File: src/rtl/result_tx_ctrl.sv
`default_nettype none
// ============================================================================
// Module      : result_tx_ctrl
// Description : Serializes vector (BRAM stream) or scalar results to uart_tx.
// Revision    : 1.0 - initial release
// ============================================================================
module result_tx_ctrl #(
    parameter int VEC_LEN = 1024,
    parameter int ADDR_W  = 10,
    parameter int RES_W   = 24
) (
    input  logic              clk,
    input  logic              reset,
    input  logic              send_vec,
    input  logic              send_scalar,
    input  logic [RES_W-1:0]  scalar_in,
    output logic [ADDR_W-1:0] mem_addr,
    input  logic [7:0]        mem_data,
    output logic [7:0]        tx_data,
    output logic              tx_start,
    input  logic              tx_busy,
    output logic              busy,
    output logic              done
);

    localparam int c_nbytes = RES_W / 8;
    localparam int c_bl_w   = (c_nbytes > 1) ? $clog2(c_nbytes) : 1;
    localparam logic [ADDR_W-1:0] c_last_idx = ADDR_W'(VEC_LEN - 1);
    localparam logic [c_bl_w-1:0] c_bl_init  = c_bl_w'(c_nbytes - 1);

    localparam logic [2:0] c_idle     = 3'd0;
    localparam logic [2:0] c_rd_wait  = 3'd1;
    localparam logic [2:0] c_rd_latch = 3'd2;
    localparam logic [2:0] c_send     = 3'd3;
    localparam logic [2:0] c_guard    = 3'd4;
    localparam logic [2:0] c_wait_tx  = 3'd5;
    localparam logic [2:0] c_done     = 3'd6;

    logic [2:0]        r_state;
    logic [2:0]        w_state_next;
    logic              r_is_vec;
    logic [ADDR_W-1:0] r_idx;
    logic [RES_W-1:0]  r_shreg;
    logic [c_bl_w-1:0] r_bytes_left;
    logic [RES_W-1:0]  w_shifted;

    assign w_shifted = r_shreg << 8;

    always_comb begin
        w_state_next = r_state;
        case (r_state)
            c_idle: begin
                if (send_vec) begin
                    w_state_next = c_rd_wait;
                end else if (send_scalar) begin
                    w_state_next = c_send;
                end
            end
            c_rd_wait:  w_state_next = c_rd_latch;
            c_rd_latch: w_state_next = c_send;
            c_send: begin
                if (!tx_busy) begin
                    w_state_next = c_guard;
                end
            end
            c_guard:    w_state_next = c_wait_tx;
            c_wait_tx: begin
                if (!tx_busy) begin
                    if (r_is_vec && (r_idx != c_last_idx)) begin
                        w_state_next = c_rd_wait;
                    end else if (!r_is_vec && (r_bytes_left != '0)) begin
                        w_state_next = c_send;
                    end else begin
                        w_state_next = c_done;
                    end
                end
            end
            c_done:     w_state_next = c_idle;
            default:    w_state_next = c_idle;
        endcase
    end

    // Outputs are registered from the next state so busy/done line up with the state they describe.
    always_ff @(posedge clk) begin
        if (reset) begin
            r_state      <= c_idle;
            r_is_vec     <= 1'b0;
            r_idx        <= '0;
            r_shreg      <= '0;
            r_bytes_left <= '0;
            mem_addr     <= '0;
            tx_data      <= '0;
            tx_start     <= 1'b0;
            busy         <= 1'b0;
            done         <= 1'b0;
        end else begin
            r_state  <= w_state_next;
            busy     <= (w_state_next != c_idle);
            done     <= (w_state_next == c_done);
            tx_start <= (r_state == c_send) && !tx_busy;

            case (r_state)
                c_idle: begin
                    if (send_vec) begin
                        r_is_vec <= 1'b1;
                        r_idx    <= '0;
                        mem_addr <= '0;
                    end else if (send_scalar) begin
                        r_is_vec     <= 1'b0;
                        r_shreg      <= scalar_in;
                        r_bytes_left <= c_bl_init;
                        tx_data      <= scalar_in[RES_W-1 -: 8];
                    end
                end
                c_rd_latch: tx_data <= mem_data;
                c_wait_tx: begin
                    if (!tx_busy) begin
                        if (r_is_vec) begin
                            if (r_idx != c_last_idx) begin
                                r_idx    <= r_idx + 1'b1;
                                mem_addr <= r_idx + 1'b1;
                            end
                        end else if (r_bytes_left != '0) begin
                            r_shreg      <= w_shifted;
                            tx_data      <= w_shifted[RES_W-1 -: 8];
                            r_bytes_left <= r_bytes_left - 1'b1;
                        end
                    end
                end
                default: ;
            endcase
        end
    end

endmodule
`default_nettype wire
File: config.mk
export PLATFORM = sky130hd
export DESIGN_NAME = result_tx_ctrl
export DESIGN_NICKNAME = d
export VERILOG_FILES = /design/src/rtl/result_tx_ctrl.sv
export SDC_FILE = /design/constraint.sdc
export NUM_CORES = 1
export LEC_CHECK = 0
export ABC_AREA = 1
export BUFFER_PORTS_ARGS = -buffer_cell sky130_fd_sc_hd__buf_2
export CAP_MARGIN = 20
export CORE_MARGIN = 3
export CORE_UTILIZATION = 30
export DETAILED_ROUTE_END_ITERATION = 12
export GPL_TIMING_DRIVEN = 1
export PLACE_DENSITY = 0.55
export SETUP_SLACK_MARGIN = 0.3
export SYNTH_ARGS = -nofsm -noshare
export SYNTH_HDL_FRONTEND = slang
export SYNTH_SLANG_ARGS = --single-unit
File: constraint.sdc
create_clock -name clk -period 1.69 [get_ports clk]
set_input_delay 0.507 -clock clk [delete_from_list [all_inputs] [get_ports clk]]
set_output_delay 0.507 -clock clk [all_outputs]
set_load 0.005 [all_outputs]
Word level (Yosys, flattened, before mapping) --
Cells that the tools add are included.
Operators by class: reductions and logical operators 15, equality and inequality tests 15, mux-type cells 32, add/sub/neg operators 2
Operators by type and width (number):
- two-way mux 16 bit | 5
- two-way mux 10 bit | 4
- two-way mux 8 bit | 5
- one-hot mux 16 bit (2 select lines) | 1
- one-hot mux 8 bit (3 select lines) | 1
- one-hot mux 10 bit (2 select lines) | 1
- two-way mux 3 bit | 6
- one-hot mux 3 bit (6 select lines) | 1
- inequality test 2 bit (second input constant) | 8
- AND reduction 6 bit | 2
- adder 10 x 1 -> 10 bit (second input constant) | 1
- two-way mux 2 bit | 5
- inequality test 10 bit (second input constant) | 1
- equality test 3 bit (second input constant) | 3
- equality test 3 x 2 -> 1 bit (second input constant) | 2
- nonzero test 2 bit | 3
- nonzero test 3 bit | 2
- AND reduction 5 bit | 1
- one-hot mux 2 bit (2 select lines) | 1
- equality test 3 x 1 -> 1 bit (second input constant) | 1
- logical AND 1 bit | 3
- zero test 3 bit | 1
- zero test 1 bit | 2
- two-way mux 1 bit | 2
- 2 further kinds | 2
Storage, ports and cells: flip-flop bits (word level) 43

Longest topological paths before layout --
Gate-level depths: netlist of run 1.
word-level depth 7, depth in mapped cells 11, gate-level depth less buffers 10

Worst setup path after synthesis of run 1 --
OpenSTA, ideal clock, no wires.
path kind register to register, start register r_bytes_left[0], end register r_shreg[10], arrival time 1408 ps, required time 1574 ps, path slack 167 ps, path buffers 1, cell stages (with the launch flop) 12, cell sequence dfxtp_1 > inv_1 > ha_1 > nor2_1 > nor2_4 > nor2_4 > nand2_4 > nor2_8 > inv_6 > buf_6 > nor2_1 > nor2_1
Between the ends: longest elaborated chain between the ends 3
Ends and longest elaborated chain:
- start, declared | line 44 | logic [c_bl_w-1:0] r_bytes_left;
- start signal, assigned | line 111 | r_bytes_left <= c_bl_init;
- start signal, assigned | line 126 | r_bytes_left <= r_bytes_left - 1'b1;
- nonzero test 2 bit | line 123 | end else if (r_bytes_left != '0) begin
- inequality test 2 bit (no source line)
- AND reduction 6 bit (no source line)
- end signal, assigned | line 110 | r_shreg <= scalar_in;
- end signal, assigned | line 124 | r_shreg <= w_shifted;
- end, declared | line 43 | logic [RES_W-1:0] r_shreg;
Every way passes these cells. A chain may end at the register's enable or synchronous reset.

Worst setup path in the final report of run 1 --
start register r_state[1], end register r_shreg[7]
Between the ends: longest elaborated chain between the ends 3, elaborated cells between the ends (all ways) 10
Ends and longest elaborated chain:
- start, declared | line 39 | logic [2:0] r_state;
- start signal, assigned | line 86 | r_state <= c_idle;
- start signal, assigned | line 97 | r_state <= w_state_next;
- equality test 3 bit / zero test 3 bit (equally long branches) | line 102 | case (r_state)
- inequality test 2 bit (no source line) / nonzero test 2 bit (equally long branches)
- AND reduction 6 bit (no source line)
Several ways; a longest one is shown, not always the timed one.

==> summary.md, run 1 <==
| Metric | Value |
|---|---|
| Number of enable flip-flop cells after synthesis | `0` |
| Cell type contributing the most total cell area after synthesis | `sky130_fd_sc_hd__dfxtp_1` |
| Final hold slack | `452 ps` |
| DIE AREA | `0.00895 sq mm` |
| Number of antenna violations at the first check in global routing | `0` |
| Number of rows in the core area | `31` |
| Y dimension of the die | `94.6 um` |
| Main area contributors after synthesis | `sky130_fd_sc_hd__dfxtp_1 (37%), sky130_fd_sc_hd__nand2_1 (16%), sky130_fd_sc_hd__nor2_1 (8.9%), sky130_fd_sc_hd__o21ai_0 (4.7%), sky130_fd_sc_hd__nand3_2 (4.2%)` |
| CTS tree | `done` |
| Vias in the first global route | `2358` |
| Via count normalized by instance count | `4.62` |
| Number of H-tree branching levels | `2` |
| Number of warnings printed during yosys synthesis | `0` |
| Sinks on Clock Net | `43` |
| Sequential Power Share | `36.3%` |
| Core Region | `0.00745 sq mm` |
| Hold-fix buffers, CTS | `0` |
| Worst slew margin relative to its limit | `75.8%` |
| Library cell used as clock root buffer | `sky130_fd_sc_hd__clkbuf_8` |
| Share of async-settable or async-resettable flops after synthesis | `0%` |
| Switch share | `37.9%` |
| Via count of the routed design | `2449` |
| Worst Setup End Kind | `flop` |
| Most frequent standard cell in the layout excluding fill and tap cells | `sky130_fd_sc_hd__nand2_1` |
| Final setup TNS | `0 ps` |
| Crit path time final | `1490 ps` |
| Filler cell count in the final layout | `773` |
| Wire length of the first global-routing pass | `10600 um` |
| Hold worst-path end | `r_shreg[2]` |
| Final Setup Violations | `0` |
| Worst Setup SP | `r_state[1]` |
| Nets in the synthesized netlist | `375` |
| Main synth FF type | `sky130_fd_sc_hd__dfxtp_1` |
| Dominant cell type by count on the critical path | `sky130_fd_sc_hd__nor2_4` |
| Data required time at the worst endpoint | `1920 ps` |
| Pwr Density | `1080 mW/mm^2` |
| Num CTS Buffers | `5` |
| Worst Hold Launch | `scalar_in[2]` |
| Sum of internal, switching and leakage power | `3760 uW` |
| HPWL after detailed placement | `4570 um` |
| Final estimated routing congestion in global placement | `0.780` |
| Detail-routed net length per standard cell | `12.4 um` |
| Slew at the pin closest to its max-slew limit | `362 ps` |
| Utilization of the core after routing | `46.7%` |
| Data arrival at the endpoint of the critical path | `1720 ps` |
| Internal power component | `2340 uW` |
| Initial DRC Count | `79` |
| Final max-slew violation count | `0` |
| Timing-limited maximum frequency | `671 MHz` |
| Global-route usage over all layers | `14.8%` |
| Worst reg2reg path startpoint | `r_state[1]` |
| Count of endpoints failing hold in the final timing report | `0` |
| Maximum single-stage delay on the critical path | `390 ps` |
| Post-Synthesis Cell Area | `0.00236 sq mm` |
| Min-Delay Path Depth | `3` |
| Critical-path cell list | `inv_4 > nand3_4 > nor2_4 > nor2_4 > nand2_4 > nor2_8 > buf_6 > nand3_2 > a21oi_2` |
| Clock share of power | `21.6%` |
| Quantity of I/O buffers inserted on ports | `57` |
| Maximum number of pins on one net before global-route repair | `21` |
| Number of max-cap violations | `0` |
| Number of buffers on the longest clock path | `2` |
| Final worst clock skew | `9.94 ps` |
| Antenna-violating nets left | `0` |
| Switching power | `1430 uW` |
| Number of optimization iterations in the first detailed-route pass | `4` |
| Share of cells above drive strength 1 | `47.3%` |
| Starting density of the core | `31.6%` |
| Total Wirelength | `6600 um` |
| Synthesized area per cell | `7.01 sq um` |
| Clock latency on the worst-skew pair | `300 ps` |
| Yosys reg bits | `43` |
| Final routed DRC violation total | `0` |
| Sum of overflow across all layers after global routing | `0` |
| Leading cell types in the layout, fill and taps excluded | `sky130_fd_sc_hd__nand2_1 (90), sky130_fd_sc_hd__buf_2 (52), sky130_fd_sc_hd__nor2_1 (45), sky130_fd_sc_hd__dfxtp_1 (28), sky130_fd_sc_hd__buf_4 (28)` |
| Floorplan die width | `94.6 um` |
| Worst Setup Path Type | `reg2reg` |
| Post-synth top area share | `36.5%` |
| Boundary Pins | `58` |
| Final #Nets | `469` |
| Post-route worst setup slack | `199 ps` |
| Maximum fanout along the worst path | `7` |
| Maximum vdd ir drop | `0.000471 V` |
| Standard cell with the maximum stage delay on the critical path | `sky130_fd_sc_hd__dfxtp_4` |
| Sort of element at the start of the critical path | `flop` |
| Clock transition at the registers of the reported paths | `90 ps` |
| HP Class | `in2reg` |
| Logic gate share of total power | `42.1%` |
| Synthesized instance count | `336` |
| Period utilisation layout | `88.2%` |
| Register-to-register setup slack | `200 ps` |
| End of the worst register-to-register path | `r_shreg[7]` |
| Post-Place Worst Slack | `39.9 ps` |
| Worst reg-to-reg path cell count | `9` |
| Run status | `completed` |
| Cell leakage power | `0.00154 uW` |
| Antenna diode count | `0` |
| Sequential-to-total area share from yosys stat | `36.5%` |
| RSZ-0062 raised after global routing | `yes` |
| Synth-to-layout area growth | `47.5%` |
| Netlist cell types | `36` |
synth_stat cells (2+ instances only):
cell	count
sky130_fd_sc_hd__a21oi_1	13
sky130_fd_sc_hd__a21oi_2	9
sky130_fd_sc_hd__a22oi_1	5
sky130_fd_sc_hd__buf_2	3
sky130_fd_sc_hd__buf_6	2
sky130_fd_sc_hd__clkbuf_1	4
sky130_fd_sc_hd__dfxtp_1	43
sky130_fd_sc_hd__ha_1	2
sky130_fd_sc_hd__inv_1	16
sky130_fd_sc_hd__inv_2	4
sky130_fd_sc_hd__nand2_1	100
sky130_fd_sc_hd__nand2_2	2
sky130_fd_sc_hd__nand2_4	3
sky130_fd_sc_hd__nand3_1	12
sky130_fd_sc_hd__nand3_2	10
sky130_fd_sc_hd__nand4_1	7
sky130_fd_sc_hd__nor2_1	56
sky130_fd_sc_hd__nor2_2	2
sky130_fd_sc_hd__nor2_4	3
sky130_fd_sc_hd__o21ai_0	22
sky130_fd_sc_hd__xor2_1	3
logic make-up after synthesis:
group / share of synthesized area [%]
flops: 36.5
simple gates: 40.1
compound gates: 14.0
xor+xnor: 1.12
fa+ha+maj: 1.06
buf+inv: 7.22
power by group through the flow:
| stage | Clock, uW | Sequential [uW] | Combinational [uW] |
|---|---|---|---|
| finish | 811 | 1370 | 1580 |
| floorplan | 0 | 1340 | 894 |
| detailed placement | 0 | 1360 | 1300 |
| global placement | 0 | 1360 | 1290 |
| global route | 890 | 1400 | 1760 |
| CTS | 840 | 1350 | 1410 |
through the flow:
stage / cell area, sq um / std cells
6_report: 3480 / 530
5_1_grt: 3480 / 530
4_1_cts: 3190 / 517
3_5_place_dp: 2880 / 501
3_3_place_gp: 2880 / 501
2_1_floorplan: 2380 / 336
routing by layer:
layer	global-route usage [%]	routed length, um	vias up	share of wire (%)
li1	-	-	1282	-
met1	18.8	2970	1093	45
met2	25.5	3210	63	49
met3	3.43	343	11	5.2
met4	3.37	72	0	1.1
met5	0	0	-	0
timing repair:
item / 4_1_cts / 5_1_grt
gates cloned: 1 / 0
gates resized for setup: 42 / 64
endpoints found under the setup margin: 45 / 49
pin swaps: 12 / 18
buffers inserted: 7 / 13
worst max path at each step:
| stage | to |
|---|---|
| 3_3_place_gp | r_shreg[12] |
| 2_1_floorplan | r_shreg[10] |
| 4_1_cts | r_shreg[7] |
| 6_report | r_shreg[7] |
| 3_5_place_dp | r_shreg[13] |
| 5_1_grt | r_idx[8] |
critical path, delay by kind of cell (launching register included):
kind | cells | cell delay, ps
buffers and inverters | 2 | 200
AOI/OAI and AO/OA | 1 | 140
DFF | 1 | 390
and+or+nand+nor | 6 | 700
flip-flops by register name, indices dropped and copies added, names as in the netlist:
signal and cells:
done 1, r_idx 10, r_state 3, r_is_vec 1, tx_data 8, r_shreg 16, tx_start 1, busy 1
r_bytes_left 2
area by class of cell:
class / instances / area [sq um] / share of cell area [%]
clock buffer: 5 / 68.8 / 1.98
sequential: 43 / 892 / 25.7
multi-input combinational: 260 / 1550 / 44.5
clock inverter: 3 / 43.8 / 1.26
tap: 99 / 124 / 3.56
inverter: 23 / 111 / 3.20
timing repair buffer: 97 / 688 / 19.8
No activity file was read; power rests on OpenSTA's default activity.
==> run 2: changes to the inputs <==
--- a/constraint.sdc
+++ b/constraint.sdc
@@ -3,2 +3,2 @@
 set_output_delay 0.507 -clock clk [all_outputs]
-set_load 0.005 [all_outputs]
+set_load 0.1 [all_outputs]
==> summary.md, run 2 (synthesis gave the netlist of run 1 again) <==
| Metric | Value |
|---|---|
| Boundary Pins | `58 (unchanged)` |
| Switching power | `2210 uW (+55%)` |
| Starting density of the core | `31.6% (unchanged)` |
| Worst reg2reg path startpoint | `r_idx[0]` |
| Cell leakage power | `0.00162 uW (+5.3%)` |
| Synth-to-layout area growth | `63.3%` |
| Slew at the pin closest to its max-slew limit | `330 ps (-32.4 ps)` |
| Logic gate share of total power | `55.5% (+13 points)` |
| DIE AREA | `0.00895 sq mm (unchanged)` |
| Most frequent standard cell in the layout excluding fill and tap cells | `sky130_fd_sc_hd__nand2_1` |
| Footprint of the flip-flops and latches | `918 sq um (+2.9%)` |
| Final #Nets | `474 (+1.1%)` |
| Worst Setup End Kind | `flop` |
| Leading cell types in the layout, fill and taps excluded | `sky130_fd_sc_hd__nand2_1 (78), sky130_fd_sc_hd__nor2_1 (38), sky130_fd_sc_hd__buf_2 (36), sky130_fd_sc_hd__buf_4 (28)` |
| Period utilisation layout | `88.6% (+0.44 points)` |
| Count of endpoints failing hold in the final timing report | `0 (unchanged)` |
| Sort of element at the start of the critical path | `flop` |
| Quantity of I/O buffers inserted on ports | `57 (unchanged)` |
| Register-to-register setup slack | `190 ps (about the same)` |
| Timing-limited maximum frequency | `668 MHz (-0.49%)` |
| Wire length on met1 | `3070 um (+3.2%)` |
| Vias in the first global route | `2395 (+1.6%)` |
| Area of the multi-input gates | `0.00161 sq mm (+3.9%)` |
| Pwr Density | `1240 mW/mm^2 (+14%)` |
| Core Region | `0.00745 sq mm (unchanged)` |
| Antenna-violating nets left | `0 (unchanged)` |
| Sum of overflow across all layers after global routing | `0 (unchanged)` |
| Run status | `completed` |
| Sum of internal, switching and leakage power | `4760 uW (+26%)` |
| Number of max-cap violations | `0 (unchanged)` |
| Library cell used as clock root buffer | `sky130_fd_sc_hd__clkbuf_8` |
| Antenna diode count | `0 (unchanged)` |
| Num CTS Buffers | `5 (unchanged)` |
| Share of cells above drive strength 1 | `54.1% (+6.8 points)` |
| Sinks on Clock Net | `43 (unchanged)` |
| Maximum number of pins on one net before global-route repair | `22 (+4.8%)` |
| Final estimated routing congestion in global placement | `0.824 (+5.6%)` |
| Initial DRC Count | `91 (+15%)` |
| Data arrival at the endpoint of the critical path | `1730 ps (about the same)` |
| Final worst clock skew | `12.4 ps (+2.46 ps)` |
| Max Used Layer | `met4` |
| End of the worst register-to-register path | `r_idx[5]` |
| Number of antenna violations at the first check in global routing | `0 (unchanged)` |
| HPWL after detailed placement | `4410 um (-3.4%)` |
| Number of rows in the core area | `31 (unchanged)` |
| Final routed DRC violation total | `0 (unchanged)` |
| Wire length of the first global-routing pass | `10900 um (+3.6%)` |
| Register containing the most flip-flops in the final layout | `r_shreg` |
| Number of flip-flops in the largest register | `16 (unchanged)` |
| Min-Delay Path Depth | `3 (unchanged)` |
| HP Class | `in2reg` |
| Number of buffers on the longest clock path | `2 (unchanged)` |
| Worst reg-to-reg path cell count | `9 (unchanged)` |
| Number of optimization iterations in the first detailed-route pass | `4 (unchanged)` |
| Clock share of power | `15.0% (-6.6 points)` |
| Worst Setup Path Type | `reg2reg` |
| Sequential Power Share | `29.5% (-6.8 points)` |
| Switch share | `46.4% (+8.4 points)` |
| Clock latency on the worst-skew pair | `310 ps (about the same)` |
| Via count of the routed design | `2544 (+3.9%)` |
| Met2 routed WL | `3430 um (+7.0%)` |
| Maximum fanout along the worst path | `5 (-2)` |
| Via count normalized by instance count | `4.76 (+2.9%)` |
| RSZ-0062 raised after global routing | `yes` |
| Worst slew margin relative to its limit | `78.0% (+2.2 points)` |
| Final Setup Violations | `0 (unchanged)` |
| Crit path time final | `1500 ps (+7.38 ps)` |
| Y dimension of the die | `94.6 um (unchanged)` |
| Number of H-tree branching levels | `2 (unchanged)` |
| Clock transition at the registers of the reported paths | `100 ps (about the same)` |
| Final setup TNS | `0 ps (unchanged)` |
| Routed met3 length | `344 um (+0.29%)` |
| Final max-slew violation count | `0 (unchanged)` |
| Global-route usage over all layers | `15.1% (+0.31 points)` |
| Detail-routed net length per standard cell | `13.0 um (+4.1%)` |
| Internal power component | `2550 uW (+9.3%)` |
| CTS tree | `done` |
| Data required time at the worst endpoint | `1920 ps (about the same)` |
| Floorplan die width | `94.6 um (unchanged)` |
| Largest registers in the final layout | `r_shreg x16, r_idx x10, tx_data x8` |
| Total Wirelength | `6930 um (+5.1%)` |
| Maximum vdd ir drop | `0.000736 V (+56%)` |
| Filler cell count in the final layout | `731 (-5.4%)` |
| Hold worst-path end | `r_shreg[2]` |
| Worst Hold Launch | `scalar_in[2]` |
==> run 2: timing repair <==
| item | in CTS | in global routing |
|---|---|---|
| cloned | 4 | 0 |
| hold buffers | 0 | 0 |
| pin swaps | 10 | 27 |
| endpoints found under the setup margin | 60 | 60 |
| setup buffers | 17 | 12 |
| resized for setup | 106 | 70 |
==> run 2: routing by layer <==
metal / track usage [%] / vias up
met1: 19.9 / 1176
li1: - / 1289
met2: 25.0 / 69
met4: 4.57 / 0
met5: 0 / -
met3: 2.95 / 10
==> run 2: worst max-delay path, cell delays in order (launching register included) <==
cell	delay, ps
sky130_fd_sc_hd__dfxtp_4	410
sky130_fd_sc_hd__ha_4	160
sky130_fd_sc_hd__nand2_4	60
sky130_fd_sc_hd__nor2_4	120
sky130_fd_sc_hd__nand3_2	110
sky130_fd_sc_hd__nand2_4	120
sky130_fd_sc_hd__nand2_4	90
sky130_fd_sc_hd__nand3_4	120
sky130_fd_sc_hd__nand2_2	80
sky130_fd_sc_hd__a21oi_2	160
==> run 2: metrics by stage <==
stage	std cells	setup WS [ps]	util, %	hold WS (ps)	cell area [sq um]
final	535	192	51.7	448	3850
after global routing	535	118	51.7	438	3850
after CTS	523	204	47.5	432	3540
after detailed placement	494	54.2	39.4	466	2930
after global placement	494	72.1	39.4	455	2930
after floorplan	336	120	-	444	2470
==> run 2: how the worst max path moves through the flow <==
stage | startpoint | end | slack (ps) | cells past startpoint
after global routing | r_state[1] | r_shreg[6] | 120 | 11
final | r_idx[0] | r_idx[5] | 190 | 9
after floorplan | r_idx[0] | r_idx[9] | 120 | 9
after global placement | tx_busy | r_shreg[13] | 70 | 9
after CTS | r_bytes_left[0] | r_shreg[12] | 200 | 11
after detailed placement | tx_busy | r_shreg[1] | 50 | 9
==> run 2: area by class of cell <==
cell class / count / area share [%]
timing repair inverter: 3 / 0.813
inverter: 23 / 2.83
clock buffer: 5 / 1.79
multi-input combinational: 260 / 41.8
timing repair buffer: 99 / 25.0
tap: 99 / 3.22
clock inverter: 3 / 0.683
sequential: 43 / 23.9
==> run 2: power groups by stage <==
stage | logic [uW] | clock network [uW] | registers (uW)
finish | 2640 | 716 | 1400
global route | 2830 | 789 | 1430
CTS | 2360 | 750 | 1380
floorplan | 899 | 0 | 1940
global placement | 1880 | 0 | 1360
detailed placement | 1890 | 0 | 1350
